$ cat config.mk
export PLATFORM = sky130hd
export DESIGN_NAME = pipelined_prefix_adder
export DESIGN_NICKNAME = d
export VERILOG_FILES = /design/src/rtl/pipelined_prefix_adder.sv
export SDC_FILE = /design/constraint.sdc
export NUM_CORES = 1
export LEC_CHECK = 0
export CELL_PAD_IN_SITES_DETAIL_PLACEMENT = 0
export CELL_PAD_IN_SITES_GLOBAL_PLACEMENT = 2
export CORE_MARGIN = 2
export CORE_UTILIZATION = 33
export CTS_CLUSTER_DIAMETER = 200
export DETAILED_ROUTE_END_ITERATION = 7
export PLACE_DENSITY = 0.87
export SYNTH_ARGS = -nofsm -noshare
export SYNTH_HDL_FRONTEND = slang
export SYNTH_SLANG_ARGS = --single-unit
$ cat constraint.sdc
create_clock -name clock -period 3.7 [get_ports clock]
set_clock_uncertainty 0.1 [all_clocks]
set_input_delay 0.74 -clock clock [delete_from_list [all_inputs] [get_ports clock]]
set_output_delay 0.74 -clock clock [all_outputs]
set_load 0.02 [all_outputs]
$ cat src/rtl/pipelined_prefix_adder.sv
// Kogge-Stone adder/subtractor with STAGES pipeline ranks and valid/ready on both sides.
// Define PREFIX_ADDER_SAT_EN to saturate z to the signed limit on overflow.
module pipelined_prefix_adder #(
    parameter int WIDTH  = 8,
    parameter int STAGES = 2
) (
    input  logic             clock,
    input  logic             reset,
    input  logic             in_valid,
    output logic             in_ready,
    input  logic [WIDTH-1:0] x,
    input  logic [WIDTH-1:0] y,
    input  logic             carry_in,
    input  logic             sub,
    output logic             out_valid,
    input  logic             out_ready,
    output logic [WIDTH-1:0] z,
    output logic             carry_out,
    output logic             overflow
);
    localparam int LEVELS = $clog2(WIDTH);
    localparam int NMID   = STAGES - 1;
    localparam int SPACE  = (STAGES > 1) ? (LEVELS + STAGES - 2) / (STAGES - 1) : LEVELS;

    typedef struct packed {
        logic [WIDTH-1:0] g;
        logic [WIDTH-1:0] p;
        logic [WIDTH-1:0] p0;
        logic             cin;
    } gp_t;

    typedef struct packed {
        logic             ovf;
        logic             cout;
        logic [WIDTH-1:0] z;
    } res_t;

    // Prefix level after which pipeline rank r sits; surplus ranks collapse onto the last level.
    function automatic int rank_pos(input int r);
        if (r * SPACE > LEVELS) return LEVELS;
        return r * SPACE;
    endfunction

    function automatic gp_t leaf(input logic [WIDTH-1:0] a, input logic [WIDTH-1:0] b,
                                 input logic c, input logic s);
        gp_t              r;
        logic [WIDTH-1:0] b_eff;
        b_eff = b ^ {WIDTH{s}};
        r.g   = a & b_eff;
        r.p   = a ^ b_eff;
        r.p0  = a ^ b_eff;
        r.cin = c;
        return r;
    endfunction

    // Applies Kogge-Stone levels lo..hi; level l combines spans at distance 2^(l-1).
    function automatic gp_t prefix(input gp_t b, input int lo, input int hi);
        gp_t              r;
        logic [WIDTH-1:0] ones;
        logic [WIDTH-1:0] g_sh;
        logic [WIDTH-1:0] p_sh;
        int               d;
        r    = b;
        ones = '1;
        for (int lvl = lo; lvl <= hi; lvl++) begin
            d    = 1 << (lvl - 1);
            g_sh = r.g << d;
            p_sh = (r.p << d) | ~(ones << d);
            r.g  = r.g | (r.p & g_sh);
            r.p  = r.p & p_sh;
        end
        return r;
    endfunction

    function automatic res_t finish(input gp_t b);
        res_t           r;
        logic [WIDTH:0] c;
        c      = {b.g | (b.p & {WIDTH{b.cin}}), b.cin};
        r.z    = b.p0 ^ c[WIDTH-1:0];
        r.cout = c[WIDTH];
        r.ovf  = c[WIDTH] ^ c[WIDTH-1];
`ifdef PREFIX_ADDER_SAT_EN
        if (r.ovf) r.z = {r.cout, {(WIDTH-1){~r.cout}}};
`endif
        return r;
    endfunction

    logic             advance;
    gp_t              fin_in;
    logic             fin_vld;
    res_t             fin_res;
    logic             valid_q;
    logic [WIDTH-1:0] z_q;
    logic             carry_q;
    logic             ovf_q;

    assign advance  = ~valid_q | out_ready;
    assign in_ready = advance;

    if (STAGES == 1) begin : g_comb
        assign fin_in  = prefix(leaf(x, y, carry_in, sub), 1, LEVELS);
        assign fin_vld = in_valid;
    end else begin : g_pipe
        gp_t             mid_d [NMID];
        gp_t             mid_q [NMID];
        logic [NMID-1:0] mid_vld_q;

        for (genvar r = 0; r < NMID; r++) begin : g_rank
            if (r == 0) begin : g_leaf
                assign mid_d[r] = leaf(x, y, carry_in, sub);
            end else begin : g_levels
                assign mid_d[r] = prefix(mid_q[r-1], rank_pos(r - 1) + 1, rank_pos(r));
            end
        end

        // NOTE: datapath ranks carry no reset; the valid bits alone say whether they hold a beat.
        always_ff @(posedge clock) begin
            if (advance) begin
                for (int r = 0; r < NMID; r++) mid_q[r] <= mid_d[r];
            end
        end

        always_ff @(posedge clock) begin
            if (reset) begin
                mid_vld_q <= '0;
            end else if (advance) begin
                mid_vld_q[0] <= in_valid;
                for (int r = 1; r < NMID; r++) mid_vld_q[r] <= mid_vld_q[r-1];
            end
        end

        assign fin_in  = prefix(mid_q[NMID-1], rank_pos(NMID - 1) + 1, LEVELS);
        assign fin_vld = mid_vld_q[NMID-1];
    end

    assign fin_res = finish(fin_in);

    // Result flops load only with a real beat, so they hold the last result across bubbles.
    always_ff @(posedge clock) begin
        if (reset) begin
            valid_q <= 1'b0;
            z_q     <= '0;
            carry_q <= 1'b0;
            ovf_q   <= 1'b0;
        end else if (advance) begin
            valid_q <= fin_vld;
            if (fin_vld) begin
                z_q     <= fin_res.z;
                carry_q <= fin_res.cout;
                ovf_q   <= fin_res.ovf;
            end
        end
    end

    assign out_valid = valid_q;
    assign z         = z_q;
    assign carry_out = carry_q;
    assign overflow  = ovf_q;

endmodule

==> impl_metrics.yaml, run 1 <==
clock_network:
  cts_max_path_buffers: 2
  numCtsBuffers: 5
  holdBufCountCts: 0
  cts.sink_count: 29
  h-tree-depth: 2
  clkLatencyLatePin_ns: 0.28
  cts.reportedPaths.clkPinSlew_ns: 0.06
  resize_count_post_cts: 0
  cts_root_buf: "clkbuf_8"
  cts_tree: "built"
  post_cts.repair.setup_buffers: 0
timing:
  rsz0062_at_grt: "false"
  timing.final.hold_violations: 0
  period_needed_ns: 2.82
  hold_ws_ns: 0.357
  slew_viol_final: 0
  slew-limit-headroom_pct: 61.8
  final.period_utilization_pct: 76.2
  fin_tns_setup_ns: 0
  maxClockFrequency_mhz: 355
  finalSetupViolCount: 0
  tightest_pin_transition_ns: 0.571
routing:
  wirelength_um: 2300
  detailroute.via_count: 918
  drt-wirelength-per-cell_um: 11.6
  ant_nets: 0
  drc: 0
  detailedRoute.firstIterationViolations: 26
  detail_route.vias_per_cell: 4.61
  dr_pass1_iterations: 4
power:
  post-layout-total-power_mw: 0.807
  power_density_nw_per_um2: 445
  leakagePower_nw: 0.697
  maximum_ir_drop_on_the_vdd_rail_mv: 0.201
place:
  routability_cong: 0.703
  port_buffers: 33
  place.detailed.hpwl_um: 1750
synthesis:
  count_of_flip_flops_with_a_built_in_enable_after_synthesis: 17
  post_synth_inst_count: 111
  synthArstFlopShare_pct: 0
  yosys_warnings: 0
  synthDominantCellAreaShare_pct: 37.9
  cell_area_after_synthesis_um2: 1350
  post_synth.cell_area_avg_um2: 12.1
  synth_ff_type: "edfxtp_1"
  synth_fp_nets: 142
  post_synth_main_area_contributors: "edfxtp_1 38%, dfxtp_1 18%, ha_1 8.4%"
  postSynthRegisterBits: 29
  yosys.area.top_type: "edfxtp_1"
  yosysUniqueCellTypes: 32
  seq_area_frac_synth_pct: 55.8
run:
  max_cap_violations: 0
worst_setup_path:
  cp-start-kind: "input port"
  worstSetupPathType: "input port to primary output"
  worstPathMaxFanout: 2
  worst-endpoint-arrival_ns: 1.98
  timing.critical_path.to_type: "primary output"
  critical_path_required_ns: 2.86
cells_and_area:
  antenna_cells: 0
  filler_cell_count: 371
  multiInputGateArea_um2: 577
  share_of_final_layout_standard_cells_stronger_than_drive_strength_1_pct: 8.05
  layout-area-overhead-vs-synth_pct: 34.7
  finish.net_count: 179
  layout.cells.most_common_list: "33 x clkdlybuf4s50_1, 17 x edfxtp_1, 12 x dfxtp_1"
  area.sequential_um2: 751
  most_common_cell_after_layout_fill_and_taps_aside: "clkdlybuf4s50_1"
global_routing:
  grt_util_met3_pct: 4.44
  gr_met1_demand_resource_pct: 13.3
  groute.layer.met2.usage_pct: 17.6
  gr-total-overflow: 0
  grt_first_pass_wirelength_um: 3770
  grt_pass1_vias: 844
  grt_antenna_before_repair: 0
  busiest_layer: "met2"
  globalRouteTotalUtil_pct: 11.5
  grt_max_degree: 22
die:
  initial_utilization_pct: 33.9
  y_dimension_of_the_die_um: 67.9
  die_x_um: 67.9
  fp.dieArea_um2: 4610
  io_pins: 34
  std_cell_rows: 23
  core_area_um2: 3970
status:
  outcome: "finished, final reports clean"
hold_path:
  hold_class: "register to register"
-- per-stage QoR --
step | setup slack [ns] | instances | util, % | area, um2
2_1_floorplan | 1.24 | 111 | - | 1350
3_3_place_gp | 0.850 | 191 | 43.6 | 1730
3_5_place_dp | 0.868 | 191 | 43.6 | 1730
4_1_cts | 0.857 | 199 | 45.7 | 1810
5_1_grt | 0.846 | 199 | 45.7 | 1810
6_report | 0.880 | 199 | 45.7 | 1810
-- cells by family after synthesis --
| group | share of synthesized area [%] |
|---|---|
| buffers and inverters | 1.39 |
| adder cells (fa/ha/maj) | 8.36 |
| XOR/XNOR | 7.16 |
| flip-flops | 55.8 |
| multiplexers | 1.49 |
| AND/OR/NAND/NOR | 12.6 |
| AO/OA/AOI/OAI | 13.2 |
-- synthesized netlist by cell type, types with 3 or more instances --
library cell	number
edfxtp_1	17
dfxtp_1	12
xor2_1	10
ha_1	9
nand2_1	9
nor2_1	8
a21oi_1	7
clkbuf_1	4
nand2b_1	4
nand3_1	3
-- flip-flops by register name, indices dropped and copies added, names as in the netlist --
register / cells
carry_out: 1
fin_vld: 1
overflow: 1
z: 8
out_valid: 1
g_pipe.mid_q: 17
-- path summary, 6_finish.rpt --
| check | from | end | slack, ns | depth (start not counted) |
|---|---|---|---|---|
| setup / recovery | out_ready | in_ready | 0.88 | 3 |
| hold reg to reg | z[3] | z[3] | 0.36 | 2 |
| hold / removal | z[3] | z[3] | 0.36 | 2 |
| setup reg to reg | g_pipe.mid_q[0][0] | overflow | 1.89 | 5 |
-- metal layers --
layer,up-vias,part of all wire (%)
li1,479,-
met1,411,44
met3,6,5.2
met5,-,0
met2,22,48
met4,0,2.7
-- worst max-delay path, stage by stage --
cell and delay [ns]:
clkdlybuf4s50_1 0.45, nand2b_1 0.16, clkdlybuf4s50_1 0.63
-- final cells by class --
type                       instances  area share [%]
timing repair buffer              34            18.6
multi-input combinational         77            31.8
tap                               50            3.45
inverter                           1           0.207
clock buffer                       5            3.80
sequential                        29            41.4
clock inverter                     3           0.690
-- power by group --
part	leakage (nW)	total [mW]	switching (mW)	internal, mW
Sequential	0.283	0.410	0.0267	0.384
Combinational	0.370	0.156	0.0746	0.0818
Clock	0.0430	0.240	0.114	0.126
Total	0.697	0.807	0.215	0.592
Power figures use the tool's default switching activity.
==> run 2: changes to the inputs <==
Settings changed: CORE_UTILIZATION 33 to 31, PLACE_DENSITY 0.87 to 0.83.
Clock period 3.7 ns to 2.95 ns, I/O delays scaled along.
==> run 2 against run 1 <==
Against the previous run:
- clock power increased by 26%
- largest cell class unchanged
- first-iteration DRC count increased by 27%
- flip-flop and latch count unchanged
- register-to-register slack got worse by 0.77 ns
- wire length increased by 2.6%
- critical endpoint unchanged
==> impl_metrics.yaml, run 2 (same netlist as run 1, synthesis figures left out) <==
place:
  routability_cong: 0.716
  port_buffers: 33
  placedInstanceArea_um2: 1740
  pre_cts_slack_ns: 0.472
  place.detailed.hpwl_um: 1830
routing:
  dr_pass1_iterations: 4
  detailedRoute.firstIterationViolations: 33
  ant_nets: 0
  detail_route.vias_per_cell: 4.58
  detailroute.via_count: 916
  drt-wirelength-per-cell_um: 11.8
  drc: 0
  wirelength_um: 2360
global_routing:
  gr-total-overflow: 0
  globalRouteTotalUtil_pct: 10.8
  grt_pass1_vias: 873
  grt_max_degree: 22
  grt_first_pass_wirelength_um: 4090
  grt_antenna_before_repair: 0
worst_setup_path:
  cp-start-kind: "input port"
  worstSetupPathType: "input port to primary output"
  timing.critical_path.to_type: "primary output"
  rrSetupSlack_ns: 1.12
  critical_path_required_ns: 2.26
  worst-endpoint-arrival_ns: 1.80
  worstPathMaxFanout: 2
  depth_of_the_worst_register_to_register_path: 5
cells_and_area:
  antenna_cells: 0
  final_cell_area_um2: 1820
  largest_reg_flops: 17
  finish.net_count: 180
  regMostFlops: "g_pipe.mid_q"
  layout.cells.most_common_list: "33 x clkdlybuf4s50_1, 17 x edfxtp_1, 12 x dfxtp_1"
  layout-area-overhead-vs-synth_pct: 35.1
  most_common_cell_after_layout_fill_and_taps_aside: "clkdlybuf4s50_1"
  share_of_final_layout_standard_cells_stronger_than_drive_strength_1_pct: 8.00
  filler_cell_count: 386
hold_path:
  hold-path-cell-count: 2
  hold_class: "register to register"
timing:
  layout_setup_ws_ns: 0.460
  finalSetupViolCount: 0
  rsz0062_at_grt: "false"
  maxClockFrequency_mhz: 402
  final.period_utilization_pct: 84.4
  timing.final.hold_violations: 0
  slew-limit-headroom_pct: 62.0
  slew_viol_final: 0
  period_needed_ns: 2.49
  tightest_pin_transition_ns: 0.568
  fin_tns_setup_ns: 0
clock_network:
  clkLatencyLatePin_ns: 0.27
  cts.reportedPaths.clkPinSlew_ns: 0.06
  cts_tree: "built"
  post_cts.repair.setup_buffers: 0
  h-tree-depth: 2
  cts.sink_count: 29
  holdBufCountCts: 0
  cts_root_buf: "clkbuf_8"
  cts_max_path_buffers: 2
  resize_count_post_cts: 0
  numCtsBuffers: 5
die:
  core_area_um2: 4090
  initial_utilization_pct: 32.9
  io_pins: 34
  std_cell_rows: 23
  y_dimension_of_the_die_um: 69.9
  fp.dieArea_um2: 4890
  die_x_um: 69.9
power:
  leakagePower_nw: 0.698
  maximum_ir_drop_on_the_vdd_rail_mv: 0.260
  power_density_nw_per_um2: 559
run:
  max_cap_violations: 0
status:
  outcome: "finished, final reports clean"
[run 2: cell types whose count changed in the layout (fill, tap and decap cells not counted), sizes merged]
cell | before | now
buf | 1 | 2
clkbuf | 5 | 8
clkinv | 3 | 0
[run 2: path summary, 6_finish.rpt]
path                      startpoint        to
hold reg to reg                 z[0]      z[0]
setup / recovery           out_ready  in_ready
hold / removal                  z[0]      z[0]
setup reg to reg  g_pipe.mid_q[0][0]  overflow
[run 2: power breakdown]
part	total (mW)	leakage, nW	switching, mW	internal (mW)
logic	0.199	0.375	0.0950	0.104
clock network	0.303	0.0395	0.136	0.167
registers	0.516	0.283	0.0347	0.482
[run 2: layer usage]
layer	part of all wire, %	wire length, um	up-vias	track usage [%]
met3	5.4	128	5	4.33
met5	0	0	-	0
met2	46	1090	25	16.4
li1	-	-	483	-
met4	2.2	53	0	5.13
met1	46	1090	403	13.3
[run 2: worst max-delay path: stages]
cell and delay [ns]:
clkdlybuf4s50_1 0.45, nand2b_1 0.14, clkdlybuf4s50_1 0.61
[run 2: final cells by class]
type,instances,area [um2],share of cell area (%)
Sequential cell,29,751,41.3
Tap cell,50,62.6,3.44
Timing Repair Buffer,35,345,19.0
Inverter,1,3.75,0.206
Clock buffer,8,80.1,4.40
Multi-Input combinational cell,77,577,31.7
[run 2: stage by stage]
stage / util [%] / hold WS, ns / power, mW / std cells
after global placement: 42.6 / 0.343 / 0.719 / 192
final: 44.5 / 0.352 / 1.02 / 200
after detailed placement: 42.6 / 0.352 / 0.727 / 192
after floorplan: - / 0.347 / 0.638 / 111
after global routing: 44.5 / 0.377 / 1.07 / 200
after CTS: 44.5 / 0.360 / 1.03 / 200
==> run 3: changes to the inputs <==
Clock period 2.95 ns to 2.6 ns, I/O delays scaled along.
==> run 3 against run 2 <==
Against the previous run:
- worst hold slack worse by 0.0042 ns
- combinational power grew 15%
- cell count is 1.0% higher
- wire length decreased by 0.89%
- register-to-register slack got worse by 0.33 ns
- sequential power is 13% higher
- first-iteration DRC count down 24%
- count of clock-buffer cells in the layout fell by 2
- die area did not move
- utilization rose by 0.43 points
- flip-flop and latch count unchanged
- final area is 0.96% higher
- critical path type unchanged
- critical endpoint unchanged
- largest cell class unchanged
==> impl_metrics.yaml, run 3 (same netlist as run 1, synthesis figures left out) <==
power:
  leakagePower_nw: 0.713
  seq_power_share_pct: 50.7
  power_switching_share_pct: 26.3
  p_int_mw: 0.851
  combinational_group_share_of_total_power_pct: 19.8
  maximum_ir_drop_on_the_vdd_rail_mv: 0.315
  power.clock.fraction_pct: 29.5
  power_density_nw_per_um2: 629
  netSwitchingPower_mw: 0.304
timing:
  maxClockFrequency_mhz: 426
  final.period_utilization_pct: 90.2
  finalSetupViolCount: 0
  tightest_pin_transition_ns: 0.431
  rsz0062_at_grt: "false"
  period_needed_ns: 2.35
  timing.final.hold_violations: 0
  fin_tns_setup_ns: 0
  slew_viol_final: 0
  slew-limit-headroom_pct: 71.2
routing:
  detailedRoute.firstIterationViolations: 25
  drt-wirelength-per-cell_um: 11.6
  dr_pass1_iterations: 4
  wirelength_um: 2340
  detail_route.vias_per_cell: 4.68
  detailroute.via_count: 946
  drc: 0
  ant_nets: 0
global_routing:
  gr-total-overflow: 0
  globalRouteTotalUtil_pct: 10.7
  grt_first_pass_wirelength_um: 4090
  grt_pass1_vias: 933
  grt_max_degree: 22
  grt_antenna_before_repair: 0
cells_and_area:
  layout.cells.most_common_list: "33 x clkdlybuf4s50_1, 17 x edfxtp_1, 12 x dfxtp_1"
  largest_reg_flops: 17
  layout-area-overhead-vs-synth_pct: 36.4
  antenna_cells: 0
  most_common_cell_after_layout_fill_and_taps_aside: "clkdlybuf4s50_1"
  regMostFlops: "g_pipe.mid_q"
  final_cell_area_um2: 1840
  finish.net_count: 182
  share_of_final_layout_standard_cells_stronger_than_drive_strength_1_pct: 10.5
clock_network:
  cts_max_path_buffers: 2
  h-tree-depth: 2
  post_cts.repair.setup_buffers: 0
  cts_root_buf: "clkbuf_8"
  cts.reportedPaths.clkPinSlew_ns: 0.06
  cts.sink_count: 29
  resize_count_post_cts: 0
  clkLatencyLatePin_ns: 0.27
  numCtsBuffers: 5
  holdBufCountCts: 0
  cts_tree: "built"
worst_setup_path:
  critical_path_required_ns: 1.98
  timing.rr.start: "g_pipe.mid_q[0][0]"
  worstSetupStartpoint: "out_ready"
  worstPathMaxFanout: 2
  timing.critical_path.to_type: "primary output"
  cp-start-kind: "input port"
  worst-endpoint-arrival_ns: 1.73
  worstSetupPathType: "input port to primary output"
hold_path:
  hold_path_startpoint: "z[3]"
  hold_class: "register to register"
die:
  io_pins: 34
  fp.dieArea_um2: 4890
  std_cell_rows: 23
  y_dimension_of_the_die_um: 69.9
  die_x_um: 69.9
  initial_utilization_pct: 32.9
  core_area_um2: 4090
run:
  max_cap_violations: 0
place:
  port_buffers: 33
  place.detailed.hpwl_um: 1870
  routability_cong: 0.737
  placedInstanceArea_um2: 1750
status:
  outcome: "finished, final reports clean"
==> run 3: routing by layer <==
metal	global-route usage [%]	routed length [um]	vias up
met1	12.8	1050	428
met3	3.17	139	4
li1	-	-	486
met5	0	0	-
met4	6.41	41	0
met2	17.0	1110	28
==> run 3: final timing paths <==
kind | end | slack (ns) | cells after the start
min reg2reg | z[3] | 0.35 | 2
max | in_ready | 0.25 | 3
min | z[3] | 0.35 | 2
max reg2reg | overflow | 0.79 | 5
==> run 3: final cells by class <==
class | count | area, um2
clock inverter | 2 | 10.0
fill | 395 | 2250
tap | 50 | 62.6
multi-input combinational | 77 | 577
clock buffer | 6 | 72.6
timing repair buffer | 37 | 360
inverter | 1 | 3.75
sequential | 29 | 751
==> run 3: stage by stage <==
stage	hold slack (ns)	power (mW)	util [%]	instances	setup WS (ns)
global route	0.367	1.22	44.9	202	0.195
detailed placement	0.348	0.827	42.9	194	0.254
global placement	0.343	0.819	42.9	194	0.262
floorplan	0.347	0.723	-	111	0.363
CTS	0.354	1.17	44.9	202	0.245
finish	0.348	1.15	44.9	202	0.255
==> run 3: worst max-delay path, cell delays in order <==
cell             delay [ns]
clkdlybuf4s50_1        0.45
nand2b_1               0.13
clkdlybuf4s50_1        0.62
==> run 3: power groups by stage <==
| stage | registers [mW] | logic [mW] | clock network [mW] |
|---|---|---|---|
| after floorplan | 0.605 | 0.119 | 0 |
| after global placement | 0.593 | 0.226 | 0 |
| after detailed placement | 0.595 | 0.232 | 0 |
| after CTS | 0.586 | 0.233 | 0.353 |
| after global routing | 0.594 | 0.253 | 0.374 |
| final | 0.585 | 0.228 | 0.341 |
